===== config.mk =====
export PLATFORM = sky130hd
export DESIGN_NAME = mem_bus_arbiter
export DESIGN_NICKNAME = d
export VERILOG_FILES = /design/src/rtl/mem_bus_arbiter_pkg.sv /design/src/rtl/mem_arb_watchdog.sv /design/src/rtl/mem_bus_arbiter.sv
export SDC_FILE = /design/constraint.sdc
export NUM_CORES = 1
export LEC_CHECK = 0
export CORE_UTILIZATION = 41
export DETAILED_ROUTE_END_ITERATION = 8
export GPL_ROUTABILITY_DRIVEN = 0
export HOLD_SLACK_MARGIN = 0.03
export PLACE_DENSITY_LB_ADDON = 0.05
export SKIP_CTS_REPAIR_TIMING = 1
export SYNTH_ARGS = -nofsm -noshare
export SYNTH_HDL_FRONTEND = slang
export SYNTH_SLANG_ARGS = --single-unit
export TNS_END_PERCENT = 10

===== constraint.sdc =====
create_clock -name clk -period 3.6 [get_ports clk]
set_clock_uncertainty 0.2 [all_clocks]
set_input_delay 0.72 -clock clk [delete_from_list [all_inputs] [get_ports clk]]
set_output_delay 0.72 -clock clk [all_outputs]
set_load 0.02 [all_outputs]

===== src/rtl/mem_bus_arbiter_pkg.sv =====
// Shared definitions for the memory bus arbiter: FSM state encoding,
// requester IDs and default bus widths.
package mem_bus_arbiter_pkg;

  localparam int DEF_AW = 16;
  localparam int DEF_DW = 16;

  typedef enum logic [1:0] {
    ST_IDLE = 2'd0,
    ST_MEM  = 2'd1,
    ST_ACK  = 2'd2
  } arb_state_t;

  typedef enum logic {
    REQ_PQ = 1'b0,
    REQ_XU = 1'b1
  } req_id_t;

endpackage


===== src/rtl/mem_arb_watchdog.sv =====
// Memory-access watchdog: counts cycles while enabled and flags expiry on
// the TIMEOUT-th enabled cycle since the last start/clear.
// Only instantiated when MEM_ARB_TIMEOUT_EN is defined.
module mem_arb_watchdog #(
  parameter int TIMEOUT = 15
) (
  input  logic clk,
  input  logic rst,
  input  logic start,
  input  logic clear,
  input  logic enable,
  output logic expired
);

  localparam int CW = (TIMEOUT > 1) ? $clog2(TIMEOUT) : 1;
  localparam logic [CW-1:0] LAST = CW'(TIMEOUT - 1);

  logic [CW-1:0] cnt_reg;

  // Cycle counter: zeroed on start/clear, saturates at the last count.
  always_ff @(posedge clk or posedge rst) begin
    if (rst) begin
      cnt_reg <= '0;
    end else if (start || clear) begin
      cnt_reg <= '0;
    end else if (enable && (cnt_reg != LAST)) begin
      cnt_reg <= cnt_reg + 1'b1;
    end
  end

  assign expired = enable && (cnt_reg == LAST);

endmodule


===== src/rtl/mem_bus_arbiter.sv =====
// Two-requester memory bus arbiter (prefetch queue vs. execution unit).
// XU has priority; a starvation counter forces a PQ grant after STARVE_MAX
// consecutive XU grants taken while PQ was waiting. One access in flight,
// all outputs registered.
// Optional build macro MEM_ARB_TIMEOUT_EN adds a watchdog that aborts an
// access after TIMEOUT cycles without mem_rdy (rdata = all ones, err = 1).
module mem_bus_arbiter
  import mem_bus_arbiter_pkg::*;
#(
  parameter int AW         = DEF_AW,
  parameter int DW         = DEF_DW,
  parameter int STARVE_MAX = 3,
  parameter int TIMEOUT    = 15
) (
  input  logic          clk,
  input  logic          rst,
  input  logic          pq_req,
  input  logic [AW-1:0] pq_adr,
  output logic          pq_ack,
  output logic [DW-1:0] pq_rdata,
  output logic          pq_err,
  input  logic          xu_req,
  input  logic          xu_we,
  input  logic [AW-1:0] xu_adr,
  input  logic [DW-1:0] xu_wdata,
  output logic          xu_ack,
  output logic [DW-1:0] xu_rdata,
  output logic          xu_err,
  output logic          mem_req,
  output logic          mem_we,
  output logic [AW-1:0] mem_adr,
  output logic [DW-1:0] mem_wdata,
  input  logic          mem_rdy,
  input  logic [DW-1:0] mem_rdata
);

  localparam int SW = (STARVE_MAX > 0) ? $clog2(STARVE_MAX + 1) : 1;
  localparam logic [SW-1:0] STARVE_LIM = SW'(STARVE_MAX);

  arb_state_t    state_reg, state_next;
  req_id_t       grant_reg, grant_next;
  logic [SW-1:0] starve_reg, starve_next;
  logic          mem_req_reg, mem_req_next;
  logic          mem_we_reg, mem_we_next;
  logic [AW-1:0] mem_adr_reg, mem_adr_next;
  logic [DW-1:0] mem_wdata_reg, mem_wdata_next;
  logic [DW-1:0] pq_rdata_reg, pq_rdata_next;
  logic [DW-1:0] xu_rdata_reg, xu_rdata_next;
  logic          pq_ack_reg, pq_ack_next;
  logic          xu_ack_reg, xu_ack_next;
  logic          pq_err_reg, pq_err_next;
  logic          xu_err_reg, xu_err_next;
  logic          xu_wins;
  logic          wd_expired;

`ifdef MEM_ARB_TIMEOUT_EN
  logic wd_start;
  logic wd_clear;
  logic wd_enable;

  assign wd_start  = (state_reg == ST_IDLE) && (state_next == ST_MEM);
  assign wd_clear  = (state_reg == ST_MEM) && (state_next != ST_MEM);
  assign wd_enable = (state_reg == ST_MEM);

  mem_arb_watchdog #(
    .TIMEOUT (TIMEOUT)
  ) u_watchdog (
    .clk     (clk),
    .rst     (rst),
    .start   (wd_start),
    .clear   (wd_clear),
    .enable  (wd_enable),
    .expired (wd_expired)
  );
`else
  // No watchdog: MEM waits for mem_rdy indefinitely. A non-negative limit
  // makes this constant 0; the limit only matters in the timeout build.
  assign wd_expired = (TIMEOUT < 0);
`endif

  // Next-state, grant and output-register logic for the IDLE/MEM/ACK FSM.
  always_comb begin
    state_next     = state_reg;
    grant_next     = grant_reg;
    starve_next    = starve_reg;
    mem_req_next   = mem_req_reg;
    mem_we_next    = mem_we_reg;
    mem_adr_next   = mem_adr_reg;
    mem_wdata_next = mem_wdata_reg;
    pq_rdata_next  = pq_rdata_reg;
    xu_rdata_next  = xu_rdata_reg;
    pq_ack_next    = 1'b0;
    xu_ack_next    = 1'b0;
    pq_err_next    = 1'b0;
    xu_err_next    = 1'b0;
    xu_wins        = xu_req && (!pq_req || (starve_reg < STARVE_LIM));

    case (state_reg)
      ST_IDLE: begin
        if (xu_wins) begin
          grant_next     = REQ_XU;
          mem_req_next   = 1'b1;
          mem_we_next    = xu_we;
          mem_adr_next   = xu_adr;
          mem_wdata_next = xu_wdata;
          state_next     = ST_MEM;
          if (!pq_req) begin
            starve_next = '0;
          end else if (starve_reg != STARVE_LIM) begin
            starve_next = starve_reg + 1'b1;
          end
        end else if (pq_req) begin
          grant_next   = REQ_PQ;
          mem_req_next = 1'b1;
          mem_we_next  = 1'b0;
          mem_adr_next = pq_adr;
          starve_next  = '0;
          state_next   = ST_MEM;
        end
      end
      ST_MEM: begin
        if (mem_rdy) begin
          mem_req_next = 1'b0;
          state_next   = ST_ACK;
          if (grant_reg == REQ_XU) begin
            xu_rdata_next = mem_rdata;
            xu_ack_next   = 1'b1;
          end else begin
            pq_rdata_next = mem_rdata;
            pq_ack_next   = 1'b1;
          end
        end else if (wd_expired) begin
          mem_req_next = 1'b0;
          state_next   = ST_ACK;
          if (grant_reg == REQ_XU) begin
            xu_rdata_next = '1;
            xu_ack_next   = 1'b1;
            xu_err_next   = 1'b1;
          end else begin
            pq_rdata_next = '1;
            pq_ack_next   = 1'b1;
            pq_err_next   = 1'b1;
          end
        end
      end
      ST_ACK: begin
        // The ack pulse is visible during this state; requests are not
        // sampled here, so a held request is seen on the next IDLE cycle.
        state_next = ST_IDLE;
      end
      default: begin
        state_next = ST_IDLE;
      end
    endcase
  end

  // State and output registers; reset abandons any in-flight access.
  always_ff @(posedge clk or posedge rst) begin
    if (rst) begin
      state_reg     <= ST_IDLE;
      grant_reg     <= REQ_PQ;
      starve_reg    <= '0;
      mem_req_reg   <= 1'b0;
      mem_we_reg    <= 1'b0;
      mem_adr_reg   <= '0;
      mem_wdata_reg <= '0;
      pq_rdata_reg  <= '0;
      xu_rdata_reg  <= '0;
      pq_ack_reg    <= 1'b0;
      xu_ack_reg    <= 1'b0;
      pq_err_reg    <= 1'b0;
      xu_err_reg    <= 1'b0;
    end else begin
      state_reg     <= state_next;
      grant_reg     <= grant_next;
      starve_reg    <= starve_next;
      mem_req_reg   <= mem_req_next;
      mem_we_reg    <= mem_we_next;
      mem_adr_reg   <= mem_adr_next;
      mem_wdata_reg <= mem_wdata_next;
      pq_rdata_reg  <= pq_rdata_next;
      xu_rdata_reg  <= xu_rdata_next;
      pq_ack_reg    <= pq_ack_next;
      xu_ack_reg    <= xu_ack_next;
      pq_err_reg    <= pq_err_next;
      xu_err_reg    <= xu_err_next;
    end
  end

  assign mem_req   = mem_req_reg;
  assign mem_we    = mem_we_reg;
  assign mem_adr   = mem_adr_reg;
  assign mem_wdata = mem_wdata_reg;
  assign pq_ack    = pq_ack_reg;
  assign pq_rdata  = pq_rdata_reg;
  assign pq_err    = pq_err_reg;
  assign xu_ack    = xu_ack_reg;
  assign xu_rdata  = xu_rdata_reg;
  assign xu_err    = xu_err_reg;

endmodule


* Yosys cells after proc, flatten, opt, wreduce, memory -nomap -nowiden
Index checks and enable logic that the tools add are counted.
Storage, ports and cells: register bits 73, output and inout port bits 70
Cells by class: $add $sub $neg 1, magnitude comparators 1, equal/unequal tests 5, multiplexer cells 23, bitwise logic cells 1, reductions and logical operators 13
Operators with widths (count):
- two-way mux 16 bit | 2
- two-way mux 2 bit | 7
- two-way mux 1 bit | 12
- AND reduction 3 bit | 4
- AND reduction 2 bit | 3
- != test 2 bit, second input constant | 2
- one-hot mux 2 bit (2 select lines) | 1
- nonzero test 2 bit | 2
- != test 3 x 2 -> 1 bit, second input constant | 1
- != test 3 bit, second input constant | 1
- adder 2 x 1 -> 2 bit, second input constant | 1
- == test 2 x 1 -> 1 bit, second input constant | 1
- logical NOT 2 bit | 1
- less-than comparator 2 bit, second input constant | 1
- one-hot mux 1 bit (2 select lines) | 1
- logical AND 1 bit | 1
- logical NOT 1 bit | 1
- logical OR 1 bit | 1
- NOT 1 bit | 1

* Depth between registers and ports, before layout
Gate-level depths: netlist of run 1.
depth in word-level cells 5, depth in mapped cells 6, gate-level depth less buffers 4

* Worst setup path after synthesis of run 1
Ideal clock, no wire load.
path type input -> register, start point input xu_req, end point register mem_adr_reg[3] (netlist: mem_adr[3]), arrival time 1.712 ns, required time 3.275 ns, slack 1.563 ns, stages 5, path through a21bo_1 > buf_6 > buf_8 > mux2_4 > mux2_2
Between the ends: longest elaborated chain between the ends 3, elaborated cells on any way between the ends 4, classes of those cells mux: 1; reduce/logical: 3
Ends and longest elaborated chain:
- from (decl) | line mem_bus_arbiter.sv:22 | input logic xu_req,
- logical AND 1 bit * | line mem_bus_arbiter.sv:96 | xu_wins = xu_req && (!pq_req || (starve_reg < STARVE_LIM));
- nonzero test 2 bit (no line)
- AND reduction 2 bit (no line)
- to (signal assigned) | line mem_bus_arbiter.sv:179 | mem_adr_reg <= mem_adr_next;
- to (decl) | line mem_bus_arbiter.sv:45 | logic [AW-1:0] mem_adr_reg, mem_adr_next;
Mark *: on every way between the ends. The rest lies on a longest branch, timed or not. A chain may end at the register's enable or synchronous reset.

* Final worst setup path of run 1
start point input pq_req, end point register mem_adr_reg[12] (netlist: mem_adr[12])
Between the ends: longest elaborated chain between the ends 5, elaborated cells on any way between the ends 6, classes of those cells mux: 1; reduce/logical: 5
Ends and longest elaborated chain:
- from (decl) | line mem_bus_arbiter.sv:17 | input logic pq_req,
- logical NOT 1 bit
- logical OR 1 bit | line mem_bus_arbiter.sv:96
- logical AND 1 bit | line mem_bus_arbiter.sv:96
- nonzero test 2 bit (no line)
- AND reduction 2 bit (no line)
Parallel ways exist; a longest one is shown, timed or not.

==> run summary, run 1 <==
Hold Worst Slack: 281.6 ps
worst-skew pair later-pin latency: 320 ps
I/O pin cnt: 140
P_leak: 0.001991 uW
# fillers: 558
Largest stage delay, worst path: 690 ps
compound-gate portion of the synthesized area: 1.849%
M3 GR Usage: 6.351%
startpoint type of the worst setup path: input port
area grow syn2layout: 56.68%
busiest grt layer: met2
clock sinks: 73
CP Data Required Time: 3610 ps
Pwr Density: 897.9 mW/mm2
layout cells sized above 1: 30.42%
vias per cell: 4.706
Post-Synthesis Cells: 184
mux cell area share after synthesis: 31.51%
Yosys warnings: 0
max-slew violations: 0
H-Tree Depth: 3
placed wire-length estimate: 4.637 mm
drt first-iter violations: 45
slowest CP cell: a21bo_1
clock buffer depth: 2
CTS tree: built
critical path, cell by cell: clkdlybuf4s50_1, a21bo_1, mux2_2, mux2_2
Worst setup EP type: flop
xor/xnor share of the synthesized area: 0%
status: finished, final reports clean
Worst-Margin Slew: 837.0 ps
first-pass GRT wire length: 9.936 mm
Reg2Reg Setup Slack: 1310 ps
Placeable Area: 0.006907 mm2
drt first pass iters: 4
largest net degree at the start of global routing: 29
min cycle time layout: 2609 ps
Setup WS post-layout: 991.4 ps
Worst EP arrival: 2620 ps
Synth Area in Adders: 0.4202%
Max Freq: 383.3 MHz
CP Class: in2reg
worst rel slew slack: 44.20%
final WL: 6.324 mm
Yosys reg bits: 73
Yosys cell types: 24
nets@finish: 399
gr usage total: 17.72%
Post-Syn Area per Cell: 16.18 um2
largest family of logic cells by synthesized area: multiplexers
Hold WC Path Type: reg2reg
Routed WL per cell: 14.78 um
Overflow after GRT: 0
CP top delay family: compound AO/OA/AOI/OAI gates
period utilisation layout: 72.46%
GR Util met1: 20.39%
sequential share of the synthesized area: 61.34%
final antenna-violating net count: 0
# DRC: 0
Core Util, Final: 67.55%
Root Buffer: clkbuf_8
final count of negative-setup-slack endpoints: 0
port bufs: 137
RSZ-0062 raised after global routing: no
cell mode on critical path: mux2_2
die area: 0.007608 mm2
crit-path max FO: 17
M2 GR Usage: 29.92%
setup TNS: 0 ps
# diodes: 0
Vias: 2014
Max Cap Viol: 0
Chip Width: 87.23 um
area fraction in and, or, nand and nor cells after synthesis: 1.807%
Max VDD drop: 0.4674 mV
cell row count: 30
WP buf/inv: 1
number of global-route vias before repair: 2054
Syn Std Cell Area: 0.002978 mm2
TritonCTS buffer count: 9
Reg clk slew, reported paths: 70 ps
Fin. Hold Viols: 0
Die Span Y: 87.23 um
Starting Density: 43.12%
initial antenna violation count: 0
pre-CTS setup slack: 616.1 ps
[synthesized netlist by cell type]
master    count  area (um2)
buf_8         1       15.01
inv_1         3       11.26
a32o_1        1       10.01
nor2_1        1       3.750
mux2_4       10       150.1
buf_4         4       30.03
buf_6         1       11.26
a21bo_1       1       10.01
mux2_2       66       743.2
nand3b_1      1       7.510
nand2_1       2       7.510
a21o_1        1       7.510
nand2_2       1       6.260
dfrtp_1      73        1827
a22o_1        2       17.52
buf_2         4       20.02
conb_1        1       3.750
ha_1          1       12.51
nor2_2        1       6.260
o21ai_0       2       10.01
mux2_1        4       45.04
nor2b_1       1       6.260
nand2b_1      1       6.260
nor3_2        1       10.01
[tightest hold or removal path: cells and delay by family (launching register included)]
kind             cells  cell delay [ps]
flip-flops           1              350
AND/OR/NAND/NOR      2              110
[cell type report]
class,instances,area [um2],share of cell area [%]
Multi-Input combinational cell,99,1071,22.96
Sequential cell,73,1827,39.15
Inverter,3,11.26,0.2414
Tap cell,96,120.1,2.574
Clock buffer,11,151.4,3.245
Timing Repair Buffer,142,1409,30.20
Clock inverter,4,76.32,1.636
[layer usage]
| layer | share of wire (%) | vias to the layer above |
|---|---|---|
| met5 | 0 | - |
| met4 | 0.70 | 0 |
| met3 | 7.5 | 4 |
| met2 | 52 | 73 |
| met1 | 39 | 1002 |
| li1 | - | 935 |
[cell families (layout without fill, tap and decap cells)]
| logic type | count (synthesis) | count (layout) |
|---|---|---|
| AO/OA/AOI/OAI | 7 | 7 |
| adder cells (fa/ha/maj) | 1 | 1 |
| buffers and inverters | 13 | 160 |
| flip-flops | 73 | 73 |
| multiplexers | 80 | 80 |
| other | 1 | 2 |
| AND/OR/NAND/NOR | 9 | 9 |
[worst paths after layout]
kind,cells after the start,to,startpoint
setup / recovery,4,mem_adr[12],pq_req
hold / removal,2,mem_req,mem_req
setup reg to reg,5,mem_wdata[3],starve_reg[0]
hold reg to reg,2,mem_req,mem_req
max in group asynchronous,3,starve_reg[1],rst
min in group asynchronous,2,pq_rdata[4],rst
[stage by stage]
stage	cells	instance area [um2]	total power, uW
6_report	428	4666	4189
5_1_grt	428	4666	4419
4_1_cts	428	4666	4243
3_5_place_dp	413	4438	3517
3_3_place_gp	413	4438	3479
2_1_floorplan	185	2982	2525
[placed cells by master (no fill, tap or decap), drive strengths merged]
master / netlist / routed
inv: 3 / 3
clkinv: 0 / 1
clkdlybuf4s50: 0 / 137
o21ai: 2 / 2
buf: 10 / 5
clkbuf: 0 / 11
dfrtp: 73 / 73
bufinv: 0 / 2
a22o: 2 / 2
ha: 1 / 1
nor2: 2 / 2
clkinvlp: 0 / 1
a21o: 1 / 1
a21bo: 1 / 1
nor3: 1 / 1
nand2: 3 / 3
conb: 1 / 2
nand2b: 1 / 1
a32o: 1 / 1
mux2: 80 / 80
nand3b: 1 / 1
nor2b: 1 / 1
[where the power goes]
group | internal [uW] | total, uW | switching (uW)
registers | 1230 | 1430 | 203
logic | 1120 | 2040 | 918
clock network | 426 | 715 | 289
No activity file was read; power rests on OpenSTA's default activity.
==> run 2: changes to the inputs <==
Settings changed: CORE_UTILIZATION 41 to 37.
Clock period 3.6 ns to 2.1 ns, I/O delays scaled along.
==> run 2 against run 1 <==
- sequential share of layout area shrank 1.1 points
- hold slack about the same
- highest routed layer unchanged
- largest cell class unchanged
- largest power group unchanged
- non-clock buffer count is 9 higher
- core utilization down 5.8 points
- combinational power up 77%
- critical endpoint is now xu_rdata[9]
==> run summary, run 2 (same netlist as run 1, synthesis figures left out) <==
P_leak: 0.002052 uW
launching point of the worst reg2reg path: starve_reg[0]
Max Freq: 515.9 MHz
crit-path max FO: 2
port bufs: 137
vias per cell: 4.660
Fin. Hold Viols: 0
CP top delay family: buffers and inverters
worst r2r path cells: 5
Reg clk slew, reported paths: 70 ps
area occupied by multi-input gates: 0.001071 mm2
Chip Width: 91.71 um
period utilisation layout: 92.31%
RSZ-0062 raised after global routing: no
area grow syn2layout: 61.18%
H-Tree Depth: 3
# diodes: 0
initial antenna violation count: 0
max-slew violations: 0
worst-skew pair later-pin latency: 330 ps
nets@finish: 408
Root Buffer: clkbuf_8
final WL: 6.529 mm
Pwr Density: 1515 mW/mm2
setup TNS: 0 ps
slowest CP cell: clkdlybuf4s50_1
Hold WC Path Type: in2async
CTS tree: built
Max VDD drop: 0.7426 mV
WP buf/inv: 1
Overflow after GRT: 0
Setup WS post-layout: 161.5 ps
clock sinks: 73
min cycle time layout: 1938 ps
Max Cap Viol: 0
critical path, cell by cell: clkdlybuf4s50_1
first-pass GRT wire length: 10.72 mm
drt first-iter violations: 44
Worst R2R End: mem_wdata[8]
TritonCTS buffer count: 9
final count of negative-setup-slack endpoints: 0
Core Util, Final: 61.79%
# fillers: 625
number of global-route vias before repair: 2152
cell row count: 32
Placeable Area: 0.007767 mm2
die area: 0.008411 mm2
startpoint type of the worst setup path: flop
CP Data Required Time: 1480 ps
# DRC: 0
status: finished, final reports clean
largest net degree at the start of global routing: 41
Starting Density: 38.34%
Reg2Reg Setup Slack: 190 ps
pre-CTS setup slack: -154.3 ps
Worst EP arrival: 1320 ps
Routed WL per cell: 14.70 um
most common cell after layout, fill and taps aside: clkdlybuf4s50_1
final antenna-violating net count: 0
gr usage total: 16.61%
layout cells sized above 1: 32.16%
Vias: 2069
CP Class: reg2out
drt first pass iters: 5
placed wire-length estimate: 4.848 mm
Worst setup EP type: primary output
Largest stage delay, worst path: 630 ps
register area: 0.001827 mm2
I/O pin cnt: 140
most frequent cells in the layout: clkdlybuf4s50_1, dfrtp_1, mux2_2
clock buffer depth: 2
total power: 7271 uW
Hold Worst Slack: 281.9 ps
Die Span Y: 91.71 um
==> run 2: how the worst max path moves through the flow <==
stage          depth (start not counted)            end     startpoint
6_report                               1    xu_rdata[9]    xu_rdata[9]
2_1_floorplan                          6     mem_adr[3]  starve_reg[0]
4_1_cts                                1  mem_wdata[10]  mem_wdata[10]
5_1_grt                                1    pq_rdata[9]    pq_rdata[9]
3_3_place_gp                           5  mem_wdata[10]         xu_req
3_5_place_dp                           5   mem_wdata[8]         xu_req
==> run 2: report_power, final <==
part / switching (uW) / internal, uW / leakage, uW
combinational: 1580 / 2020 / 0.00107
sequential: 352 / 2110 / 0.000869
clock: 504 / 700 / 0.000113
==> run 2: metrics by stage <==
stage,instance area [um2],std cells
final,4800,444
after global routing,4800,444
after CTS,4800,444
after detailed placement,4579,428
after global placement,4579,428
after floorplan,2985,185
==> run 2: final cells by class <==
class                   count  area share, %
clock buffers              11          2.946
clock inverters             5          1.642
inverters                   3         0.3128
multi-input cells          99          22.31
flip-flops and latches     73          38.06
well taps                 102          2.659
repair buffers            151          32.06
==> run 2: per-layer routing <==
layer  GRT usage [%]  up-vias  share of wire, %
li1                -      957                 -
met1           20.97     1031                42
met2           26.88       72                50
met3           4.809        9               5.7
met4           6.641        0               1.6
met5               0        -                 0
